**src/rtl/ex_hazard_fwd_ctrl_pkg.sv**
```systemverilog
// Shared types for the EX-stage forwarding and hazard controller.
// Pipe tags shadow just enough of each in-flight instruction to detect RAW hazards.
package ex_hazard_fwd_ctrl_pkg;

  localparam int TAG_AW = 5;

  typedef enum logic [1:0] {
    FWD_NONE = 2'd0,
    FWD_WB   = 2'd1,
    FWD_MEM  = 2'd2
  } fwd_sel_t;

  typedef enum logic {
    HZ_RUN      = 1'b0,
    HZ_LU_STALL = 1'b1
  } hz_state_t;

  typedef struct packed {
    logic              valid;
    logic [TAG_AW-1:0] rd;
    logic              regwrite;
    logic              is_load;
  } pipe_tag_t;

  // x0 is hardwired to zero, so a write to it never produces a forwardable value
  function automatic logic tag_writes(input pipe_tag_t t, input logic [TAG_AW-1:0] rs);
    return t.valid && t.regwrite && (t.rd != '0) && (t.rd == rs);
  endfunction

endpackage

```
**src/rtl/ex_hazard_fwd_ctrl_fwd_cmp.sv**
```systemverilog
// Forward-select comparator for one source operand against the two older producers.
// The producer that will sit in MEM is younger than the one in WB, so it wins.
module ex_hazard_fwd_ctrl_fwd_cmp
  import ex_hazard_fwd_ctrl_pkg::*;
(
  input  logic [TAG_AW-1:0] rs_i,
  input  logic              used_i,
  input  pipe_tag_t         mem_tag_i,
  input  pipe_tag_t         wb_tag_i,
  output fwd_sel_t          sel_o
);

  always_comb begin
    sel_o = FWD_NONE;
    if (used_i) begin
      if (tag_writes(mem_tag_i, rs_i)) begin
        sel_o = FWD_MEM;
      end else if (tag_writes(wb_tag_i, rs_i)) begin
        sel_o = FWD_WB;
      end
    end
  end

endmodule

```
**src/rtl/ex_hazard_fwd_ctrl.sv**
```systemverilog
// EX-stage forwarding selects plus load-use stall, bubble and branch-flush control.
// Selects are registered at each ID->EX advance and stay stable for the EX occupancy.
module ex_hazard_fwd_ctrl
  import ex_hazard_fwd_ctrl_pkg::*;
#(
  parameter int REG_AW   = TAG_AW,
  parameter int FWD_W    = 2,
  parameter int LOAD_LAT = 1
) (
  input  logic              clk_i,
  input  logic              rst_ni,
  input  logic              id_valid_i,
  input  logic [REG_AW-1:0] id_rs1_i,
  input  logic [REG_AW-1:0] id_rs2_i,
  input  logic              id_op1_is_reg_i,
  input  logic              id_op2_is_reg_i,
  input  logic [REG_AW-1:0] id_rd_i,
  input  logic              id_regwrite_i,
  input  logic              id_is_load_i,
  input  logic              br_taken_i,
  input  logic              mem_stall_i,
  output logic [FWD_W-1:0]  ex_fwd_sel1_o,
  output logic [FWD_W-1:0]  ex_fwd_sel2_o,
  output logic              stall_if_id_o,
  output logic              bubble_ex_o,
  output logic              flush_if_id_o
);

  localparam int CNT_W = (LOAD_LAT > 1) ? $clog2(LOAD_LAT) : 1;

  hz_state_t         state_q, state_d;
  logic [CNT_W-1:0]  cnt_q, cnt_d;
  pipe_tag_t         exSlot_q, exSlot_d;
  pipe_tag_t         memSlot_q, memSlot_d;
  fwd_sel_t          sel1_q, sel1_d, sel2_q, sel2_d;
  fwd_sel_t          cmpSel1, cmpSel2;
  logic [TAG_AW-1:0] rs1, rs2;
  logic              loadUse;
  pipe_tag_t         idTag;

  assign rs1 = TAG_AW'(id_rs1_i);
  assign rs2 = TAG_AW'(id_rs2_i);

  assign idTag = '{valid:    id_valid_i,
                   rd:       TAG_AW'(id_rd_i),
                   regwrite: id_regwrite_i,
                   is_load:  id_is_load_i};

  // The EX producer reaches MEM after this advance; the MEM producer reaches WB
  ex_hazard_fwd_ctrl_fwd_cmp u_cmp1 (
    .rs_i      (rs1),
    .used_i    (id_valid_i && id_op1_is_reg_i),
    .mem_tag_i (exSlot_q),
    .wb_tag_i  (memSlot_q),
    .sel_o     (cmpSel1)
  );

  ex_hazard_fwd_ctrl_fwd_cmp u_cmp2 (
    .rs_i      (rs2),
    .used_i    (id_valid_i && id_op2_is_reg_i),
    .mem_tag_i (exSlot_q),
    .wb_tag_i  (memSlot_q),
    .sel_o     (cmpSel2)
  );

  // Both rs fields are compared regardless of operand muxing: stores and branches read rs2 too
  assign loadUse = id_valid_i && exSlot_q.valid && exSlot_q.is_load &&
                   (exSlot_q.rd != '0) && ((exSlot_q.rd == rs1) || (exSlot_q.rd == rs2));

  always_comb begin
    stall_if_id_o = 1'b0;
    bubble_ex_o   = 1'b0;
    flush_if_id_o = 1'b0;
    if (mem_stall_i) begin
      stall_if_id_o = 1'b1;
    end else if (br_taken_i) begin
      flush_if_id_o = 1'b1;
      bubble_ex_o   = 1'b1;
    end else if ((state_q == HZ_LU_STALL) || loadUse) begin
      stall_if_id_o = 1'b1;
      bubble_ex_o   = 1'b1;
    end
  end

  // The detecting cycle is itself the first stall cycle, so LU_STALL only covers the rest
  always_comb begin
    state_d   = state_q;
    cnt_d     = cnt_q;
    exSlot_d  = exSlot_q;
    memSlot_d = memSlot_q;
    sel1_d    = sel1_q;
    sel2_d    = sel2_q;
    if (!mem_stall_i) begin
      if (br_taken_i) begin
        state_d = HZ_RUN;
        cnt_d   = '0;
      end else if (state_q == HZ_LU_STALL) begin
        cnt_d = cnt_q - CNT_W'(1);
        if (cnt_d == '0) begin
          state_d = HZ_RUN;
        end
      end else if (loadUse) begin
        cnt_d   = CNT_W'(LOAD_LAT - 1);
        state_d = (LOAD_LAT > 1) ? HZ_LU_STALL : HZ_RUN;
      end

      memSlot_d = exSlot_q;
      if (bubble_ex_o) begin
        exSlot_d = '0;
        sel1_d   = FWD_NONE;
        sel2_d   = FWD_NONE;
      end else begin
        exSlot_d = idTag;
        sel1_d   = cmpSel1;
        sel2_d   = cmpSel2;
      end
    end
  end

  always_ff @(posedge clk_i) begin
    if (!rst_ni) begin
      state_q   <= HZ_RUN;
      cnt_q     <= '0;
      exSlot_q  <= '0;
      memSlot_q <= '0;
      sel1_q    <= FWD_NONE;
      sel2_q    <= FWD_NONE;
    end else begin
      state_q   <= state_d;
      cnt_q     <= cnt_d;
      exSlot_q  <= exSlot_d;
      memSlot_q <= memSlot_d;
      sel1_q    <= sel1_d;
      sel2_q    <= sel2_d;
    end
  end

  assign ex_fwd_sel1_o = FWD_W'(sel1_q);
  assign ex_fwd_sel2_o = FWD_W'(sel2_q);

endmodule
```
**config.mk**
```make
export PLATFORM = sky130hd
export DESIGN_NAME = ex_hazard_fwd_ctrl
export DESIGN_NICKNAME = d
export VERILOG_FILES = /design/src/rtl/ex_hazard_fwd_ctrl_pkg.sv /design/src/rtl/ex_hazard_fwd_ctrl_fwd_cmp.sv /design/src/rtl/ex_hazard_fwd_ctrl.sv
export SDC_FILE = /design/constraint.sdc
export NUM_CORES = 1
export LEC_CHECK = 0
export CAP_MARGIN = 20
export CORE_ASPECT_RATIO = 1.1
export CORE_UTILIZATION = 35
export DETAILED_ROUTE_END_ITERATION = 8
export HOLD_SLACK_MARGIN = 0.03
export MAX_ROUTING_LAYER = met4
export PLACE_DENSITY_LB_ADDON = 0.1
export SLEW_MARGIN = 15
export SYNTH_ARGS = -nofsm -noshare
export SYNTH_HDL_FRONTEND = slang
export SYNTH_SLANG_ARGS = --single-unit
```
**constraint.sdc**
```tcl
create_clock -name clk_i -period 2.2 [get_ports clk_i]
set_input_delay 0.44 -clock clk_i [delete_from_list [all_inputs] [get_ports clk_i]]
set_output_delay 0.44 -clock clk_i [all_outputs]
set_load 0.05 [all_outputs]
```
==> reports/qor.yml <==
timing:
  rsz0062_at_grt: "true"
  fin_crit_sh_pct: 102
  timing.fmax_mhz: 446
  fin_tns_setup_ns: -0.0742
  hold_viol: 0
  slew_viol_final: 0
  relSlewSlack_pct: 66.5
  timing.final.ws_setup_ns: -0.0405
  max_slew.worst_pin.slew_ns: 0.501
  min_period_ns: 2.24
  setup_viol: 2
  worst_clock_skew_ns: 0.00670
floorplan:
  chipWidth_um: 56.1
  io_pins: 31
  start_util_pct: 36.9
  die_area_um2: 3450
  dieHeight_um: 61.5
  core-area_um2: 3050
  num_rows: 21
synth:
  synth_top_area_cell: "dfxtp_1"
  synth_area_um2: 1130
  syn_area_per_cell_um2: 9.23
  synth_top_area_share_pct: 37.3
  synth.top_cells.by_area: "dfxtp_1 (37%), xor2_1 (9.3%), mux2i_1 (6.2%), xnor2_1 (6.2%), nor2b_1 (5.0%)"
  synth_common_cells: "dfxtp_1 (21), xor2_1 (12), nand3_1 (11)"
  synth_cell_types: 28
  ys_warn_count: 0
  async_flop_share_pct: 0
  synth-seq-area-share_pct: 37.3
  synth-seq-cells: 21
  netlist_instances: 122
  yosysMostFrequentCell: "dfxtp_1"
  synth-edff-count: 0
  syn_nets: 146
  synth_flop_cell: "dfxtp_1"
pwr:
  max-vdd-ir-drop_mv: 0.262
  leakage_nw: 0.712
  total_power_w: 0.000762
  power_per_cell_area_nw_per_um2: 439
run:
  drv_cap: 0
layout:
  final_cells: 208
  fin_area_um2: 1740
  fin_util_pct: 56.9
  area_growth_pct: 54.1
  nets: 199
  drive_gt1_share_pct: 26.4
  n_antenna_cell: 0
place:
  place_inst: 200
  port_buffers: 30
  place_congestion: 0.896
  dp_hpwl_um: 2230
  dpl_cell_area_um2: 1640
grt:
  overflow: 0
  grt_max_degree: 21
  track_usage_pct: 17.2
  antenna_found_initial: 0
  grt_pass1_wl_um: 4440
  grt_pass1_vias: 1007
critical_path:
  worstSetupPathType: "flop to output pin"
  crit_arrival_ns: 1.80
  slowest_stage: "or4_4"
  slowest_delay_ns: 0.53
  worstPathMaxFanout: 4
  crit_family: "simple AND/OR/NAND/NOR gates"
  crit_start: "exSlot_q[6]"
  crit_path_end_kind: "output pin"
  reg2reg_from: "exSlot_q[6]"
  path_buf_inv: 1
  startpoint_type: "flop"
  cp.required_ns: 1.76
  crit_chain: "or4_4 -> o21a_1 -> o2111ai_4 -> a21oi_2 -> buf_12"
cts:
  path_clk_slew_ns: 0.11
  ctsHtreeMaxLevel: 1
  clkSinkCount: 21
  postCtsHoldBufs: 0
  cts_buffers: 3
  cts_max_path_buffers: 2
  cts_tree: "yes"
  root_buffer: "clkbuf_4"
  worstSkewPairLatency_ns: 0.30
drt:
  routedWlPerCell_um: 13.6
  drt-vias-per-instance: 5.10
  routed_wl_um: 2840
  num_vias: 1060
  drtAntennaViolNets: 0
  drt_iter0_markers: 24
  drt_first_pass_iters: 4
  drc: 0
status:
  violations: "negative setup slack"
  outcome: "finished, violations left"
worst_hold_path:
  hold_start: "state_q"
  hold_path.class: "flop to flop"
## where the power goes
group | total (W) | internal [W] | switching, W
Clock | 0.000180 | 0.0000705 | 0.000110
Sequential | 0.000401 | 0.000388 | 0.0000128
Combinational | 0.000181 | 0.000103 | 0.0000775
Total | 0.000762 | 0.000562 | 0.000200
## metrics by stage
step	setup WS, ns	hold slack (ns)
after floorplan	-0.0639	0.451
after global placement	-0.380	0.466
after detailed placement	-0.400	0.477
after CTS	-0.107	0.493
after global routing	-0.102	0.513
final	-0.0405	0.489
## cell families (layout without fill, tap and decap cells)
kind of cell / count (synthesis) / count (layout) / synth area share (%)
buffers and inverters: 6 / 58 / 2.11
flip-flops: 21 / 21 / 37.3
multiplexers: 7 / 7 / 6.22
XOR/XNOR: 20 / 20 / 15.6
AND/OR/NAND/NOR: 45 / 45 / 23.3
AO/OA/AOI/OAI: 23 / 23 / 15.4
## flip-flops by register name, indices dropped and copies added, names as in the netlist
name / flops
state_q: 1
exSlot_q: 8
memSlot_q: 7
ex_fwd_sel2_o: 2
cnt_q: 1
ex_fwd_sel1_o: 2
## worst paths after layout
kind,cells after the start,slack [ns],to
max,5,-0.04,bubble_ex_o
min,1,0.49,state_q
max reg2reg,7,0.33,exSlot_q[4]
min reg2reg,1,0.49,state_q
## area by class of cell
type / count / area, µm²
tap: 34 / 42.5
fill: 278 / 1310
timing repair buffer: 54 / 502
sequential: 21 / 430
multi-input combinational: 95 / 734
clock buffer: 4 / 26.3
## layout by cell type, fill, tap and decap left out, types with 2 or more instances in the layout
cell type and n:
a21oi_1 4, a21oi_2 2, a311oi_1 2, a32oi_1 2, buf_12 3, buf_4 23, clkbuf_4 3, clkdlybuf4s50_1 17
dfxtp_1 17, dfxtp_2 2, dfxtp_4 2, dlygate4sd2_1 10, mux2i_1 7, nand2b_1 7, nand3_1 11, nor2_1 8
nor2b_1 8, nor4_1 2, o21ai_0 6, xnor2_1 5, xnor2_2 3, xor2_1 12
## layer usage
metal	share of wire, %	up-vias	track usage (%)
met2	51	32	32.5
li1	-	539	-
met4	0.42	0	3.14
met3	4.9	2	2.73
met1	44	487	19.6
met5	0	-	-
## repair_timing
item / 4_1_cts / 5_1_grt
resized for setup: 17 / 6
endpoints found under the setup margin: 2 / 2
pin swaps: 7 / 4
setup buffers: 2 / 2
(Power assumes the default switching activity.)
